==> src/rtl/rotate_left_seq_if.sv <==
// Handshake bundle for the sequential left rotator: operand/amount request
// side and result response side, each with its own valid/ready pair.
interface rotate_left_seq_if #(
    parameter int OPERAND_WIDTH = 16,
    parameter int SHAMT_WIDTH   = 4
);
    logic                     in_valid;
    logic                     in_ready;
    logic [OPERAND_WIDTH-1:0] In;
    logic [SHAMT_WIDTH-1:0]   ShAmt;
    logic                     out_valid;
    logic                     out_ready;
    logic [OPERAND_WIDTH-1:0] result;

    // Producer/consumer side of the rotator.
    modport master (
        output in_valid,
        output In,
        output ShAmt,
        output out_ready,
        input  in_ready,
        input  out_valid,
        input  result
    );

    // Rotator side.
    modport slave (
        input  in_valid,
        input  In,
        input  ShAmt,
        input  out_ready,
        output in_ready,
        output out_valid,
        output result
    );
endinterface

==> src/rtl/rotate_left_seq.sv <==
// Multi-cycle left rotator. One logarithmic stage (1, 2, 4, 8, ...) is applied
// per clock regardless of the amount, so latency is fixed at SHAMT_WIDTH
// cycles from the accept edge. The finished value is held until the consumer
// takes it; result keeps that value until the next operand is accepted.
module rotate_left_seq #(
    parameter int OPERAND_WIDTH = 16,
    parameter int SHAMT_WIDTH   = 4
) (
    input  logic               clk,
    input  logic               rst,
    rotate_left_seq_if.slave   bus
);

    localparam int CNT_W = (SHAMT_WIDTH > 1) ? $clog2(SHAMT_WIDTH) : 1;

    typedef enum logic [1:0] {
        IDLE   = 2'd0,
        ROTATE = 2'd1,
        DONE   = 2'd2
    } state_t;

    state_t                   state_r;
    state_t                   state_nxt_s;
    logic [CNT_W-1:0]         count_r;
    logic [CNT_W-1:0]         count_nxt_s;
    logic [SHAMT_WIDTH-1:0]   shamt_r;
    logic [SHAMT_WIDTH-1:0]   shamt_nxt_s;
    logic [OPERAND_WIDTH-1:0] result_r;
    logic [OPERAND_WIDTH-1:0] result_nxt_s;
    logic                     in_ready_r;
    logic                     in_ready_nxt_s;
    logic                     out_valid_r;
    logic                     out_valid_nxt_s;

    // Rotate left by 2**stage: the upper half of the doubled word shifted
    // left holds the bits that wrapped from the MSB back to the LSB.
    function automatic logic [OPERAND_WIDTH-1:0] rotl_stage(
        input logic [OPERAND_WIDTH-1:0] value,
        input logic [CNT_W-1:0]         stage
    );
        logic [2*OPERAND_WIDTH-1:0] dbl;
        dbl = {value, value} << (32'd1 << stage);
        return dbl[2*OPERAND_WIDTH-1:OPERAND_WIDTH];
    endfunction

    // Next-state and next-output logic; handshake outputs are computed here
    // and registered so in_ready/out_valid come straight from flops.
    always_comb begin
        state_nxt_s     = state_r;
        count_nxt_s     = count_r;
        shamt_nxt_s     = shamt_r;
        result_nxt_s    = result_r;
        in_ready_nxt_s  = in_ready_r;
        out_valid_nxt_s = out_valid_r;
        case (state_r)
            IDLE: begin
                if (bus.in_valid) begin
                    result_nxt_s    = bus.In;
                    shamt_nxt_s     = bus.ShAmt;
                    count_nxt_s     = {CNT_W{1'b0}};
                    state_nxt_s     = ROTATE;
                    in_ready_nxt_s  = 1'b0;
                    out_valid_nxt_s = 1'b0;
                end else begin
                    in_ready_nxt_s  = 1'b1;
                    out_valid_nxt_s = 1'b0;
                end
            end
            ROTATE: begin
                if (shamt_r[count_r]) begin
                    result_nxt_s = rotl_stage(result_r, count_r);
                end else begin
                    result_nxt_s = result_r;
                end
                count_nxt_s = count_r + CNT_W'(1);
                if (count_r == CNT_W'(SHAMT_WIDTH - 1)) begin
                    state_nxt_s     = DONE;
                    out_valid_nxt_s = 1'b1;
                end else begin
                    state_nxt_s     = ROTATE;
                    out_valid_nxt_s = 1'b0;
                end
                in_ready_nxt_s = 1'b0;
            end
            DONE: begin
                if (bus.out_ready) begin
                    state_nxt_s     = IDLE;
                    out_valid_nxt_s = 1'b0;
                    in_ready_nxt_s  = 1'b1;
                end else begin
                    state_nxt_s     = DONE;
                    out_valid_nxt_s = 1'b1;
                    in_ready_nxt_s  = 1'b0;
                end
            end
            default: begin
                state_nxt_s     = IDLE;
                count_nxt_s     = {CNT_W{1'b0}};
                shamt_nxt_s     = {SHAMT_WIDTH{1'b0}};
                result_nxt_s    = {OPERAND_WIDTH{1'b0}};
                in_ready_nxt_s  = 1'b1;
                out_valid_nxt_s = 1'b0;
            end
        endcase
    end

    // State and datapath registers; reset discards any in-flight operation.
    always_ff @(posedge clk or posedge rst) begin
        if (rst) begin
            state_r     <= IDLE;
            count_r     <= {CNT_W{1'b0}};
            shamt_r     <= {SHAMT_WIDTH{1'b0}};
            result_r    <= {OPERAND_WIDTH{1'b0}};
            in_ready_r  <= 1'b1;
            out_valid_r <= 1'b0;
        end else begin
            state_r     <= state_nxt_s;
            count_r     <= count_nxt_s;
            shamt_r     <= shamt_nxt_s;
            result_r    <= result_nxt_s;
            in_ready_r  <= in_ready_nxt_s;
            out_valid_r <= out_valid_nxt_s;
        end
    end

    assign bus.in_ready  = in_ready_r;
    assign bus.out_valid = out_valid_r;
    assign bus.result    = result_r;

endmodule

==> src/flat_wrapper.sv <==
// flat-port wrapper written by rule: the top's interface ports become plain ports
module rotate_left_seq_flat 
#(
    parameter int OPERAND_WIDTH = 16,
    parameter int SHAMT_WIDTH   = 4
)
  (clk, rst, bus_in_valid, bus_In, bus_ShAmt, bus_out_ready, bus_in_ready, bus_out_valid, bus_result);
  rotate_left_seq_if #(.OPERAND_WIDTH(OPERAND_WIDTH), .SHAMT_WIDTH(SHAMT_WIDTH)) bus_i ();
  input  logic clk;
  input  logic rst;
  input wire logic [$bits(bus_i.in_valid)-1:0] bus_in_valid;
  input wire logic [$bits(bus_i.In)-1:0] bus_In;
  input wire logic [$bits(bus_i.ShAmt)-1:0] bus_ShAmt;
  input wire logic [$bits(bus_i.out_ready)-1:0] bus_out_ready;
  output wire logic [$bits(bus_i.in_ready)-1:0] bus_in_ready;
  output wire logic [$bits(bus_i.out_valid)-1:0] bus_out_valid;
  output wire logic [$bits(bus_i.result)-1:0] bus_result;
  assign bus_i.in_valid = bus_in_valid;
  assign bus_i.In = bus_In;
  assign bus_i.ShAmt = bus_ShAmt;
  assign bus_i.out_ready = bus_out_ready;
  assign bus_in_ready = bus_i.in_ready;
  assign bus_out_valid = bus_i.out_valid;
  assign bus_result = bus_i.result;
  rotate_left_seq #(.OPERAND_WIDTH(OPERAND_WIDTH), .SHAMT_WIDTH(SHAMT_WIDTH)) u_core (.clk(clk), .rst(rst), .bus(bus_i));
endmodule
==> config.mk <==
export PLATFORM = sky130hd
export DESIGN_NAME = rotate_left_seq_flat
export DESIGN_NICKNAME = d
export VERILOG_FILES = /design/src/rtl/rotate_left_seq_if.sv /design/src/rtl/rotate_left_seq.sv /design/src/flat_wrapper.sv
export SDC_FILE = /design/constraint.sdc
export NUM_CORES = 1
export LEC_CHECK = 0
export CORE_MARGIN = 2
export CORE_UTILIZATION = 35
export DETAILED_ROUTE_END_ITERATION = 7
export PLACE_DENSITY = 0.64
export SYNTH_ARGS = -nofsm -noshare
export SYNTH_HDL_FRONTEND = slang
export SYNTH_SLANG_ARGS = --single-unit
export TNS_END_PERCENT = 1
==> constraint.sdc <==
create_clock -name clk -period 3.95 [get_ports clk]
set_clock_uncertainty 0.1 [all_clocks]
set_input_delay 1.185 -clock clk [delete_from_list [all_inputs] [get_ports clk]]
set_output_delay 1.185 -clock clk [all_outputs]
set_load 0.05 [all_outputs]
==> reports/qor.csv, run 1 <==
stage,metric,value,unit
route,aggregate routed wire length,5.992,mm
final_layout,P&R area growth vs syn,22.53,%
global_routing,largest net degree at the start of global routing,27,
route,vias,1970,
die,die area,6717,µm²
critical_path,WP data required,4.06,ns
die,chip width,81.96,µm
die,Ports,42,
route,DR iter-0 viols,237,
critical_path,Worst EP arrival,3.09,ns
min_path,Hold WC Path Type,reg -> reg,
placement,"Cell Area, Placed",2551,µm²
run,max-cap violations,0,
timing,Tcrit/Tclk final,75.47,%
clock_network,"CTS clk-pin slew, worst paths",0.10,ns
die,core area,5886,µm²
route,# DRC,0,
critical_path,crit start category,input pin,
placement,IO Port Bufs,41,
timing,worst rel slew slack,33.02,%
clock_network,TritonCTS Sinks,26,
timing,FMAX,0.3354,GHz
synth,top-area cell type share of the netlist area,29.41,%
synth,top_reg_cell synth,dfrtp_1,
pwr,Power Dens Cells,946.8,nW/µm²
synth,syn avg cell area,9.496,µm²
route,1st-pass router iterations,7,
status,status,"complete, no violations",
synth,"area leader, netlist",dfrtp_1,
timing,WHS,0.4082,ns
clock_network,Post-CTS Resized,0,
clock_network,H-Tree Depth,1,
synth,Synth Warn #,0,
clock_network,CTS buffer count,3,
timing,Fin. Hold Viols,0,
synth,top-count cell post-synth,nand2_1,
pwr,Leak,1.024,nW
clock_network,setup bufs post-CTS,0,
global_routing,global-route total usage across every layer,18.71,%
synth,"EDFF count, synth",0,
synth,Synth cell types,47,
clock_network,cts hold-fix bufs,0,
final_layout,Antenna Cells,0,
synth,Yosys reg bits,26,
synth,Mapped Cells,224,
clock_network,CTS root buf,clkbuf_8,
timing,worst setup margin,0.9688,ns
critical_path,crit path capture type,register,
global_routing,vias in the first global route,1889,
die,Die Y,81.96,µm
clock_network,Worst-Skew Late Latency,0.28,ns
timing,# setup viols final,0,
final_layout,fill count,596,
synth,syn nets,258,
timing,pins over their slew limit,0,
global_routing,total grt overflow,0,
pwr,Peak VDD IR,0.0004472,V
placement,dpl ws,0.6579,ns
critical_path,critical path class,in -> reg,
route,Antenna Nets Post-Route,0,
placement,placed insts,329,
synth,Post-synth top cells,"nand2_1 (26), dfrtp_1 (25), nor2_1 (14)",
clock_network,Clock Path Buffers,2,
die,Starting Density,36.14,%
timing,Setup TNS,0,ns
final_layout,layout cell share with drive strength beyond 1,14.34,%
synth,ys async rst share,100.0,%
clock_network,CTS tree,yes,
global_routing,antenna violations before repair,0,
global_routing,global-route wire length before repair,9.515,mm
route,DR WL/cell,17.99,µm
timing,worst slew pin tran,1.004,ns
die,Core Rows,28,
synth,Syn Std Cell Area,2127,µm²
critical_path,"Max FO, Critical Path",22,
placement,post-detail-place hpwl,4.488,mm
placement,Placer Congestion,0.9931,
timing,Tmin final,2.981,ns
synth,largest cells by area after synthesis,"dfrtp_1 (29%), mux2_2 (6.4%), mux2i_1 (6.1%)",
timing,RSZ-0062 raised after global routing,no,
route,Via density,5.916,
final_layout,Nets,293,
synth,"Seq/Total Area, Yosys",30.65,%
final_layout,Non-Filler Instances,333,
final_layout,fin area,2606,µm²
## cells by family after synthesis
| group | Yosys count | synth area share [%] |
|---|---|---|
| simple gates | 75 | 19.12 |
| buf+inv | 21 | 6.058 |
| flops | 26 | 30.65 |
| compound gates | 65 | 23.71 |
| mux | 27 | 14.59 |
| fa+ha+maj | 10 | 5.882 |
## sequential cells by signal, indices dropped and copies added, names as in the netlist
name                  cells
u_core.bus.result        16
u_core.count_r            2
u_core.shamt_r            4
u_core.bus.in_ready       1
u_core.bus.out_valid      1
u_core.state_r            2
## final timing paths
| check | slack [ns] | start | cells after the start | end |
|---|---|---|---|---|
| worst max-delay path | 0.97 | bus_in_valid | 6 | u_core.bus.result[8] |
| worst min-delay path | 0.41 | u_core.shamt_r[2] | 1 | u_core.shamt_r[2] |
| worst max register to register | 1.20 | u_core.count_r[1] | 8 | u_core.bus.result[4] |
| worst min register to register | 0.41 | u_core.shamt_r[2] | 1 | u_core.shamt_r[2] |
| max in group asynchronous | 1.73 | rst | 3 | u_core.bus.in_ready |
| min in group asynchronous | 1.33 | rst | 2 | u_core.bus.result[15] |
## worst max-delay path, cell delays in order
cell and delay (ns):
clkdlybuf4s50_1 0.50, or2b_2 0.16, and2_2 0.22, o211ai_4 0.23, or4b_4 0.62, o221ai_2 0.16
## placed cells by master, fill, tap and decap left out, types with 3 or more instances in the layout
master	netlist	routed
nand2b_1	4	4
ha_1	10	10
a221oi_1	5	5
or2_2	4	4
and2_1	3	3
a222oi_1	3	3
a32oi_1	4	4
dfrtp_1	25	25
a21oi_1	10	10
o221ai_2	3	3
mux2_2	12	12
buf_4	2	3
o221ai_1	9	9
clkdlybuf4s50_1	0	41
inv_1	7	7
nor4_1	8	8
o21ai_0	8	8
mux2i_1	13	13
o22ai_1	11	11
a22o_1	5	5
clkbuf_8	0	4
nand2_1	26	26
nor2_1	14	14
## where the power goes
group	total [mW]	internal, mW	switching, mW
sequential	0.520	0.381	0.139
clock	0.183	0.0895	0.0932
combinational	1.76	0.696	1.07
## final cells by class
class                   count  area [µm²]  share of cell area [%]
flip-flops and latches     26       651.9                   25.01
well taps                  75       93.84                   3.601
inverters                   7       26.28                   1.008
multi-input cells         177        1346                   51.66
clock buffers               4       55.05                   2.112
repair buffers             44       432.9                   16.61
## routing by layer
metal	up-vias	global-route usage, %	wire length (µm)
met5	-	0	0
met4	0	5.500	93
met3	10	3.077	460
met2	87	30.98	2865
met1	944	25.03	2573
li1	929	-	-
## metrics by stage
stage	power, mW	utilization (%)
after detailed placement	2.274	43.35
after global routing	2.646	44.28
after CTS	2.460	44.28
final	2.468	44.28
after global placement	2.259	43.35
after floorplan	1.891	-
Note: power is estimated with default switching activity, not from simulation.
==> run 2: changes to the inputs <==
Clock period 3.95 ns to 2.91 ns, I/O delays scaled along.
==> run 2 against run 1 <==
  * Total power grew 42%
  * Clock power increased by 67%
  * Worst hold slack worse by 0.0031 ns
  * First-iteration DRC count increased by 20%
  * Largest power group unchanged
  * Highest routed layer unchanged
==> reports/qor.csv, run 2 (synthesized netlist as in run 1, its figures left out) <==
stage,metric,value,unit,change
status,status,"complete, no violations",,unchanged
critical_path,cells along the critical path,clkdlybuf4s50_1,,was clkdlybuf4s50_1 > or2b_2 > and2_2 > o211ai_4 > or4b_4 > o221ai_2
global_routing,global-route wire length before repair,9.777,mm,was 9.515 mm
pwr,Sw Pwr,1.802,mW,was 1.301 mW
route,Via density,6.033,,was 5.916
critical_path,worst r2r path cells,8,,unchanged
route,aggregate routed wire length,6.301,mm,was 5.992 mm
critical_path,"Max FO, Critical Path",6,,was 22
placement,IO Port Bufs,41,,unchanged
critical_path,Bufs and invs on worst path,1,,unchanged
global_routing,largest net degree at the start of global routing,27,,unchanged
route,# DRC,0,,unchanged
final_layout,"commonest non-fill, non-tap cell in the layout",clkdlybuf4s50_1,,unchanged
clock_network,cts hold-fix bufs,0,,unchanged
clock_network,Clock Path Buffers,2,,unchanged
timing,pins over their slew limit,0,,unchanged
final_layout,flip-flop count of the largest register after layout,16,,unchanged
clock_network,TritonCTS Sinks,26,,unchanged
timing,WHS,0.4052,ns,was 0.4082 ns
clock_network,Worst-Skew Late Latency,0.28,ns,about the same
final_layout,fill count,570,,was 596
final_layout,Antenna Cells,0,,unchanged
pwr,Peak VDD IR,0.0006395,V,was 0.0004472 V
die,chip width,81.96,µm,unchanged
timing,worst slew pin tran,0.6093,ns,was 1.004 ns
clock_network,CTS root buf,clkbuf_8,,unchanged
pwr,Leak,1.055,nW,was 1.024 nW
clock_network,setup bufs post-CTS,0,,unchanged
critical_path,WP data required,1.94,ns,was 4.06 ns
pwr,Power Dens Cells,1318,nW/µm²,was 946.8 nW/µm²
critical_path,crit start category,register,,was input pin
clock_network,CTS buffer count,3,,unchanged
critical_path,CP top delay family,buffers and inverters,,was simple AND/OR/NAND/NOR gates
clock_network,"CTS clk-pin slew, worst paths",0.10,ns,about the same
timing,Tmin final,2.594,ns,
pwr,Flop pwr share,19.9,%,was 21.1%
clock_network,CTS tree,yes,,unchanged
pwr,Sw Ratio,51.41,%,was 52.73%
final_layout,layout cell share with drive strength beyond 1,15.97,%,was 14.34%
die,Core Rows,28,,unchanged
critical_path,path length in cells of the critical path,1,,was 6
critical_path,Worst R2R Setup Slack,0.35,ns,was 1.20 ns
timing,worst rel slew slack,59.38,%,was 33.02%
min_path,hold_sp,u_core.shamt_r[3],,was u_core.shamt_r[2]
pwr,power share of the clock group,8.7,%,was 7.4%
global_routing,global-route total usage across every layer,19.36,%,was 18.71%
global_routing,total grt overflow,0,,unchanged
placement,Placer Congestion,0.9646,,was 0.9931
timing,Fin. Hold Viols,0,,unchanged
critical_path,max incr delay on CP,0.85,ns,was 0.62 ns
run,max-cap violations,0,,unchanged
critical_path,r2r endpoint,u_core.bus.result[14],,was u_core.bus.result[4]
timing,RSZ-0062 raised after global routing,no,,unchanged
die,Ports,42,,unchanged
route,DR iter-0 viols,284,,was 237
final_layout,P&R area growth vs syn,25.06,%,was 22.53%
clock_network,H-Tree Depth,1,,unchanged
timing,# setup viols final,0,,unchanged
timing,Setup TNS,0,ns,unchanged
min_path,hold path depth,1,,unchanged
final_layout,"commonest cells after routing, fill and taps aside","clkdlybuf4s50_1 (41), nand2_1 (26), dfrtp_1 (25)",,unchanged
placement,post-detail-place hpwl,4.762,mm,was 4.488 mm
route,Antenna Nets Post-Route,0,,unchanged
timing,FMAX,0.3855,GHz,
critical_path,critical path class,reg -> out,,was in -> reg
global_routing,vias in the first global route,1889,,unchanged
route,1st-pass router iterations,5,,was 7
min_path,Hold EP,u_core.shamt_r[3],,was u_core.shamt_r[2]
die,Starting Density,36.14,%,unchanged
route,DR WL/cell,18.64,µm,was 17.99 µm
critical_path,CP max-delay cell,clkdlybuf4s50_1,,was or4b_4
critical_path,Worst EP arrival,1.62,ns,was 3.09 ns
die,core area,5886,µm²,unchanged
final_layout,Nets,298,,was 293
critical_path,Worst R2R Start,u_core.count_r[1],,unchanged
pwr,P_int,1.704,mW,was 1.166 mW
min_path,Hold WC Path Type,reg -> reg,,unchanged
die,die area,6717,µm²,unchanged
die,Die Y,81.96,µm,unchanged
critical_path,crit path capture type,primary output,,was register
global_routing,antenna violations before repair,0,,unchanged
route,vias,2039,,was 1970
timing,Tcrit/Tclk final,89.15,%,
pwr,Comb pwr share,71.4,%,was 71.5%
clock_network,Post-CTS Resized,0,,unchanged
-- run 2: per-layer routing --
layer / share of wire, % / track usage (%) / vias up / wire, µm
met4: 2.4 / 6.833 / 0 / 151
met2: 48 / 33.17 / 85 / 3051
met3: 6.1 / 2.198 / 14 / 383
met1: 43 / 25.12 / 998 / 2715
li1: - / - / 942 / -
met5: 0 / 0 / - / 0
-- run 2: layout make-up --
cell class / count / area [µm²] / area share [%]
well taps: 75 / 93.84 / 3.528
repair buffers: 49 / 470.5 / 17.69
inverters: 7 / 26.28 / 0.9878
multi-input cells: 177 / 1346 / 50.61
clock buffers: 3 / 41.29 / 1.552
clock inverters: 1 / 30.03 / 1.129
flip-flops and latches: 26 / 651.9 / 24.51
-- run 2: how the worst max path moves through the flow --
stage	from	slack, ns	endpoint
after detailed placement	bus_in_valid	0.08	u_core.bus.result[8]
final	u_core.bus.result[0]	0.32	bus_result[0]
after floorplan	bus_in_valid	0.74	u_core.bus.result[8]
after global placement	bus_in_valid	0.12	u_core.bus.result[8]
after CTS	u_core.bus.result[6]	0.32	bus_result[6]
after global routing	u_core.count_r[1]	0.16	u_core.bus.result[6]
-- run 2: power by group through the flow --
stage	combinational, mW	clock, mW	sequential (mW)
global route	2.70	0.328	0.717
global placement	2.47	0	0.702
floorplan	1.61	0	0.961
CTS	2.49	0.314	0.694
detailed placement	2.49	0	0.703
finish	2.50	0.306	0.696
-- run 2: per-stage QoR --
stage                     std cells  setup slack (ns)  power, mW  util, %  area (µm²)
after floorplan                 224            0.7439      2.567        -        2127
after global placement          334            0.1197      3.168    43.98        2589
after detailed placement        334           0.08373      3.190    43.98        2589
after CTS                       338            0.3247      3.501    45.20        2660
after global routing            338            0.1553      3.745    45.20        2660
final                           338            0.3158      3.506    45.20        2660
